[src/rtl/uart_rx.sv]
// 8-N-1 UART receiver with mid-bit sampling, stop-bit check and a valid/ready holding register.
// Define UART_RX_PARITY_EN to receive 8-E-1 frames and drive parity_err_o.
module uart_rx #(
    parameter int unsigned CLKS_PER_BIT = 16
) (
    input  logic       clk_i,
    input  logic       reset_i,
    input  logic       rx_i,
    output logic [7:0] data_o,
    output logic       valid_o,
    input  logic       ready_i,
    output logic       frame_err_o,
    output logic       parity_err_o,
    output logic       overrun_o,
    output logic       busy_o
);

    localparam int unsigned CW   = $clog2(CLKS_PER_BIT);
    localparam int unsigned HALF = CLKS_PER_BIT / 2;
    localparam logic [CW-1:0] CNT_HALF = CW'(HALF - 1);
    localparam logic [CW-1:0] CNT_LAST = CW'(CLKS_PER_BIT - 1);

    typedef enum logic [2:0] {
        IDLE,
        START,
        DATA,
`ifdef UART_RX_PARITY_EN
        PARITY,
`endif
        STOP
    } state_t;

    state_t        state, state_n;
    logic          rx_m, rx_s, rx_q;
    logic [CW-1:0] cnt, cnt_n;
    logic [2:0]    bit_idx, bit_idx_n;
    logic [7:0]    shift, shift_n;
    logic [7:0]    data_n;
    logic          valid_n, frame_err_n, overrun_n, busy_n;
    logic          done;
`ifdef UART_RX_PARITY_EN
    logic          perr, perr_n;
    logic          parity_err_n;
`endif

    // State, synchronizer and output registers
    always_ff @(posedge clk_i) begin
        if (reset_i) begin
            state       <= IDLE;
            rx_m        <= 1'b1;
            rx_s        <= 1'b1;
            rx_q        <= 1'b1;
            cnt         <= '0;
            bit_idx     <= '0;
            shift       <= '0;
            data_o      <= '0;
            valid_o     <= 1'b0;
            frame_err_o <= 1'b0;
            overrun_o   <= 1'b0;
            busy_o      <= 1'b0;
`ifdef UART_RX_PARITY_EN
            perr         <= 1'b0;
            parity_err_o <= 1'b0;
`endif
        end else begin
            state       <= state_n;
            rx_m        <= rx_i;
            rx_s        <= rx_m;
            rx_q        <= rx_s;
            cnt         <= cnt_n;
            bit_idx     <= bit_idx_n;
            shift       <= shift_n;
            data_o      <= data_n;
            valid_o     <= valid_n;
            frame_err_o <= frame_err_n;
            overrun_o   <= overrun_n;
            busy_o      <= busy_n;
`ifdef UART_RX_PARITY_EN
            perr         <= perr_n;
            parity_err_o <= parity_err_n;
`endif
        end
    end

`ifndef UART_RX_PARITY_EN
    assign parity_err_o = 1'b0;
`endif

    // Next-state, bit timing and holding-register update
    always_comb begin
        state_n     = state;
        cnt_n       = cnt;
        bit_idx_n   = bit_idx;
        shift_n     = shift;
        data_n      = data_o;
        valid_n     = valid_o;
        frame_err_n = frame_err_o;
        overrun_n   = 1'b0;
        done        = 1'b0;
`ifdef UART_RX_PARITY_EN
        perr_n       = perr;
        parity_err_n = parity_err_o;
`endif

        if (valid_o && ready_i) begin
            valid_n = 1'b0;
        end

        case (state)
            IDLE: begin
                if (rx_q && !rx_s) begin
                    state_n = START;
                    cnt_n   = '0;
                end
            end
            START: begin
                if (cnt == CNT_HALF) begin
                    if (rx_s) begin
                        state_n = IDLE;
                    end else begin
                        state_n   = DATA;
                        cnt_n     = '0;
                        bit_idx_n = '0;
                    end
                end else begin
                    cnt_n = cnt + CW'(1);
                end
            end
            DATA: begin
                if (cnt == CNT_LAST) begin
                    shift_n   = {rx_s, shift[7:1]};
                    cnt_n     = '0;
                    bit_idx_n = bit_idx + 3'd1;
                    if (bit_idx == 3'd7) begin
`ifdef UART_RX_PARITY_EN
                        state_n = PARITY;
`else
                        state_n = STOP;
`endif
                    end
                end else begin
                    cnt_n = cnt + CW'(1);
                end
            end
`ifdef UART_RX_PARITY_EN
            PARITY: begin
                if (cnt == CNT_LAST) begin
                    perr_n  = rx_s ^ (^shift);
                    cnt_n   = '0;
                    state_n = STOP;
                end else begin
                    cnt_n = cnt + CW'(1);
                end
            end
`endif
            STOP: begin
                if (cnt == CNT_LAST) begin
                    state_n = IDLE;
                    done    = 1'b1;
                end else begin
                    cnt_n = cnt + CW'(1);
                end
            end
            default: state_n = IDLE;
        endcase

        // A completed byte is dropped only if the held byte is not being taken this cycle
        if (done) begin
            if (!valid_o || ready_i) begin
                data_n      = shift;
                frame_err_n = !rx_s;
                valid_n     = 1'b1;
`ifdef UART_RX_PARITY_EN
                parity_err_n = perr;
`endif
            end else begin
                overrun_n = 1'b1;
            end
        end

        busy_n = (state_n != IDLE);
    end

endmodule

[config.mk]
export PLATFORM = sky130hd
export DESIGN_NAME = uart_rx
export DESIGN_NICKNAME = d
export VERILOG_FILES = /design/src/rtl/uart_rx.sv
export SDC_FILE = /design/constraint.sdc
export NUM_CORES = 1
export LEC_CHECK = 0
export ABC_AREA = 1
export BUFFER_PORTS_ARGS = -buffer_cell sky130_fd_sc_hd__buf_2
export CORE_MARGIN = 5
export CORE_UTILIZATION = 45
export CTS_CLUSTER_DIAMETER = 60
export DETAILED_ROUTE_END_ITERATION = 7
export MAX_ROUTING_LAYER = met4
export PLACE_DENSITY_LB_ADDON = 0.12
export SETUP_SLACK_MARGIN = 0.02
export SLEW_MARGIN = 20
export SYNTH_ARGS = -nofsm -noshare
export SYNTH_HDL_FRONTEND = slang
export SYNTH_SLANG_ARGS = --single-unit
[constraint.sdc]
create_clock -name clk_i -period 1.5 [get_ports clk_i]
set_clock_uncertainty 0.05 [all_clocks]
set_input_delay 0.15 -clock clk_i [delete_from_list [all_inputs] [get_ports clk_i]]
set_output_delay 0.15 -clock clk_i [all_outputs]
set_load 0.005 [all_outputs]
==> reports/results.tsv <==
stage	metric	value	unit
cts	cts_max_path_buffers	2	
cts	cts_sinks	33	
timing	setup_tns	0	ns
layout	layout.cells.most_common	nor2_1	
power	swShare	0.2329	
timing	slew_violations	0	
layout	num-nets-final	222	
layout	finish.utilization	0.5766	
power	pwr-share-clk	0.338	
layout	drive_gt1_frac	0.3023	
floorplan	dieArea	4396	sq um
floorplan	placeableCoreArea	3053	sq um
power	combPwrFrac	0.062	
timing	period_share	0.9459	
status	outcome	finished clean	
floorplan	start_util	0.4672	
critical_path	critPathKind	flip-flop to flip-flop	
layout	area_delta_synth_final	23.42	%
power	switchingPower	0.3496	mW
floorplan	fp.dieH	66.30	um
placed_design	place_ws	0.03984	ns
power	max-vdd-ir-drop	0.4511	mV
route	ant_nets	0	
critical_path	critPathArrivalTime	1.64	ns
critical_path	critical_path_required	1.72	ns
power	p_seq_frac	0.601	
route	first_iter_violations	48	
grt	overflow	0	
layout	fin_area	1760	sq um
grt	gr-usage-all-layers	0.1585	
cts	cts_tree	built	
power	total_power	1.501	mW
grt	antenna_found_initial	0	
timing	setup_violations	0	
grt	grt_pass1_vias	1174	
cts	cts_buffers	5	
hold_path	min-delay-start	reset_i	
route	drc	0	
power	power_density	852.7	nW/um^2
floorplan	ios	17	
critical_path	setup.worst_path.start_class	flip-flop	
floorplan	num_rows	20	
route	detail_route.first_pass.iterations	4	
placed_design	dp.final_hpwl	2076	um
yosys	synth-seq-cells	33	
placed_design	port_buffers	15	
route	wl_per_cell	11.65	um
placed_design	globalplace.congestion	0.8016	
timing	hold_viol_final	0	
flow_run	maxCapViolations	0	
timing	period_needed	1.419	ns
critical_path	rr_startpoint	cnt[1]$_SDFFE_PP0P_	
critical_path	setup.worst_path.start	cnt[1]$_SDFFE_PP0P_	
route	via_per_inst	4.900	
yosys	seq_area_frac_synth	0.4632	
yosys	yosysUniqueCellTypes	29	
hold_path	hold_path.class	input pin to flip-flop	
layout	n_antenna_cell	0	
grt	grt_pass1_wl	5057	um
route	num_vias	1269	
yosys	netlist_area	1426	sq um
grt	grt_max_degree	19	
critical_path	cp-end-kind	flip-flop	
yosys	syn_inst	185	
timing	fin_ws	0.08118	ns
power	p_int	1.151	mW
timing	rsz0062_at_grt	true	
cts	cts.htree.levels	2	
layout	layout_common_cells	30 x nor2_1, 28 x dfxtp_1, 21 x nand2_1	
cts	cts_root_buf	clkbuf_4	
power	power.static_leakage	0.8073	nW
route	wl	3017	um
placed_design	placed_area	1587	sq um
yosys	syn_avg_cell_area	7.710	sq um
cts	insertion_delay	0.33	ns
critical_path	path_max_fanout	7	
timing	fmax	704.8	MHz
yosys	ys_warn_count	0	
floorplan	die_w	66.30	um
cts	clkTransAtPathRegs	0.10	ns
## per-stage QoR
step	hold WS, ns	instances
after global placement	0.2862	246
after detailed placement	0.2890	246
after floorplan	0.2038	186
final	0.04125	259
after CTS	0.03408	258
after global routing	0.03137	259
## flip-flops by register name, summed over array words and instances, names as in the netlist
signal       flops
frame_err_o      1
busy_o           1
shift            8
rx_m             1
rx_q             1
rx_s             1
cnt              4
overrun_o        1
data_o           8
state            3
valid_o          1
bit_idx          3
## cells in the mapped netlist, drive strengths merged
cell type,n,share of area
a21boi,1,0.0053
a21oi,18,0.066
a31oi,1,0.0044
buf,3,0.017
clkbuf,2,0.0053
clkinv,1,0.0035
conb,1,0.0026
dfxtp,33,0.46
ha,3,0.026
inv,22,0.058
nand2,25,0.080
nand3,8,0.040
nand4,2,0.0088
nor2,38,0.12
nor3,1,0.0035
o2111ai,1,0.0061
o21ai,22,0.080
or2,3,0.013
## power groups by stage
| stage | logic [mW] | registers [mW] | clock network, mW |
|---|---|---|---|
| floorplan | 0.0525 | 0.917 | 0 |
| global placement | 0.0787 | 0.918 | 0 |
| detailed placement | 0.0807 | 0.918 | 0 |
| CTS | 0.0830 | 0.899 | 0.531 |
| global route | 0.106 | 0.904 | 0.572 |
| finish | 0.0928 | 0.902 | 0.507 |
## worst paths after layout
path                            endpoint  depth (start not counted)  slack (ns)
setup reg to reg  data_o[2]$_SDFFE_PP0P_                          7        0.08
hold reg to reg          rx_s$_SDFF_PP1_                          1        0.37
hold / removal         busy_o$_SDFF_PP0_                          2        0.04
setup / recovery  data_o[2]$_SDFFE_PP0P_                          7        0.08
## what timing repair did
action / 4_1_cts / 5_1_grt
resized for setup: 5 / 18
pin swaps: 5 / 6
buffers inserted: 4 / 1
endpoints found under the setup margin: 3 / 17
endpoints found under the hold margin: 1 / 0
hold buffers: 1 / 0
## routing by layer
layer  wire length [um]  vias to the layer above  track usage
met4                 72                        0      0.05838
met2               1575                       26       0.2751
met3                150                        7      0.06293
met1               1219                      583       0.1601
li1                   -                      653            -
met5                  0                        -            -
## logic make-up after synthesis
| logic type | after synthesis | synth area share |
|---|---|---|
| AO/OA/AOI/OAI | 43 | 0.1614 |
| other | 1 | 0.002629 |
| AND/OR/NAND/NOR | 77 | 0.2632 |
| buffers and inverters | 28 | 0.08333 |
| flip-flops | 33 | 0.4632 |
| adder cells (fa/ha/maj) | 3 | 0.02632 |
## cell type report
type | count | area, sq um
fill | 307 | 1292
multi-input combinational | 125 | 699.4
sequential | 33 | 666.9
timing repair buffer | 27 | 196.4
inverter | 23 | 87.58
clock buffer | 7 | 55.05
tap | 44 | 55.05
## critical path, cell delays in order, from the launching register on
cell and delay (ns):
dfxtp_2 0.37, ha_4 0.16, nand2_4 0.06, nor2_4 0.19
nand3_4 0.11, buf_12 0.14, buf_4 0.15, a21oi_1 0.13
(Power assumes the default switching activity.)
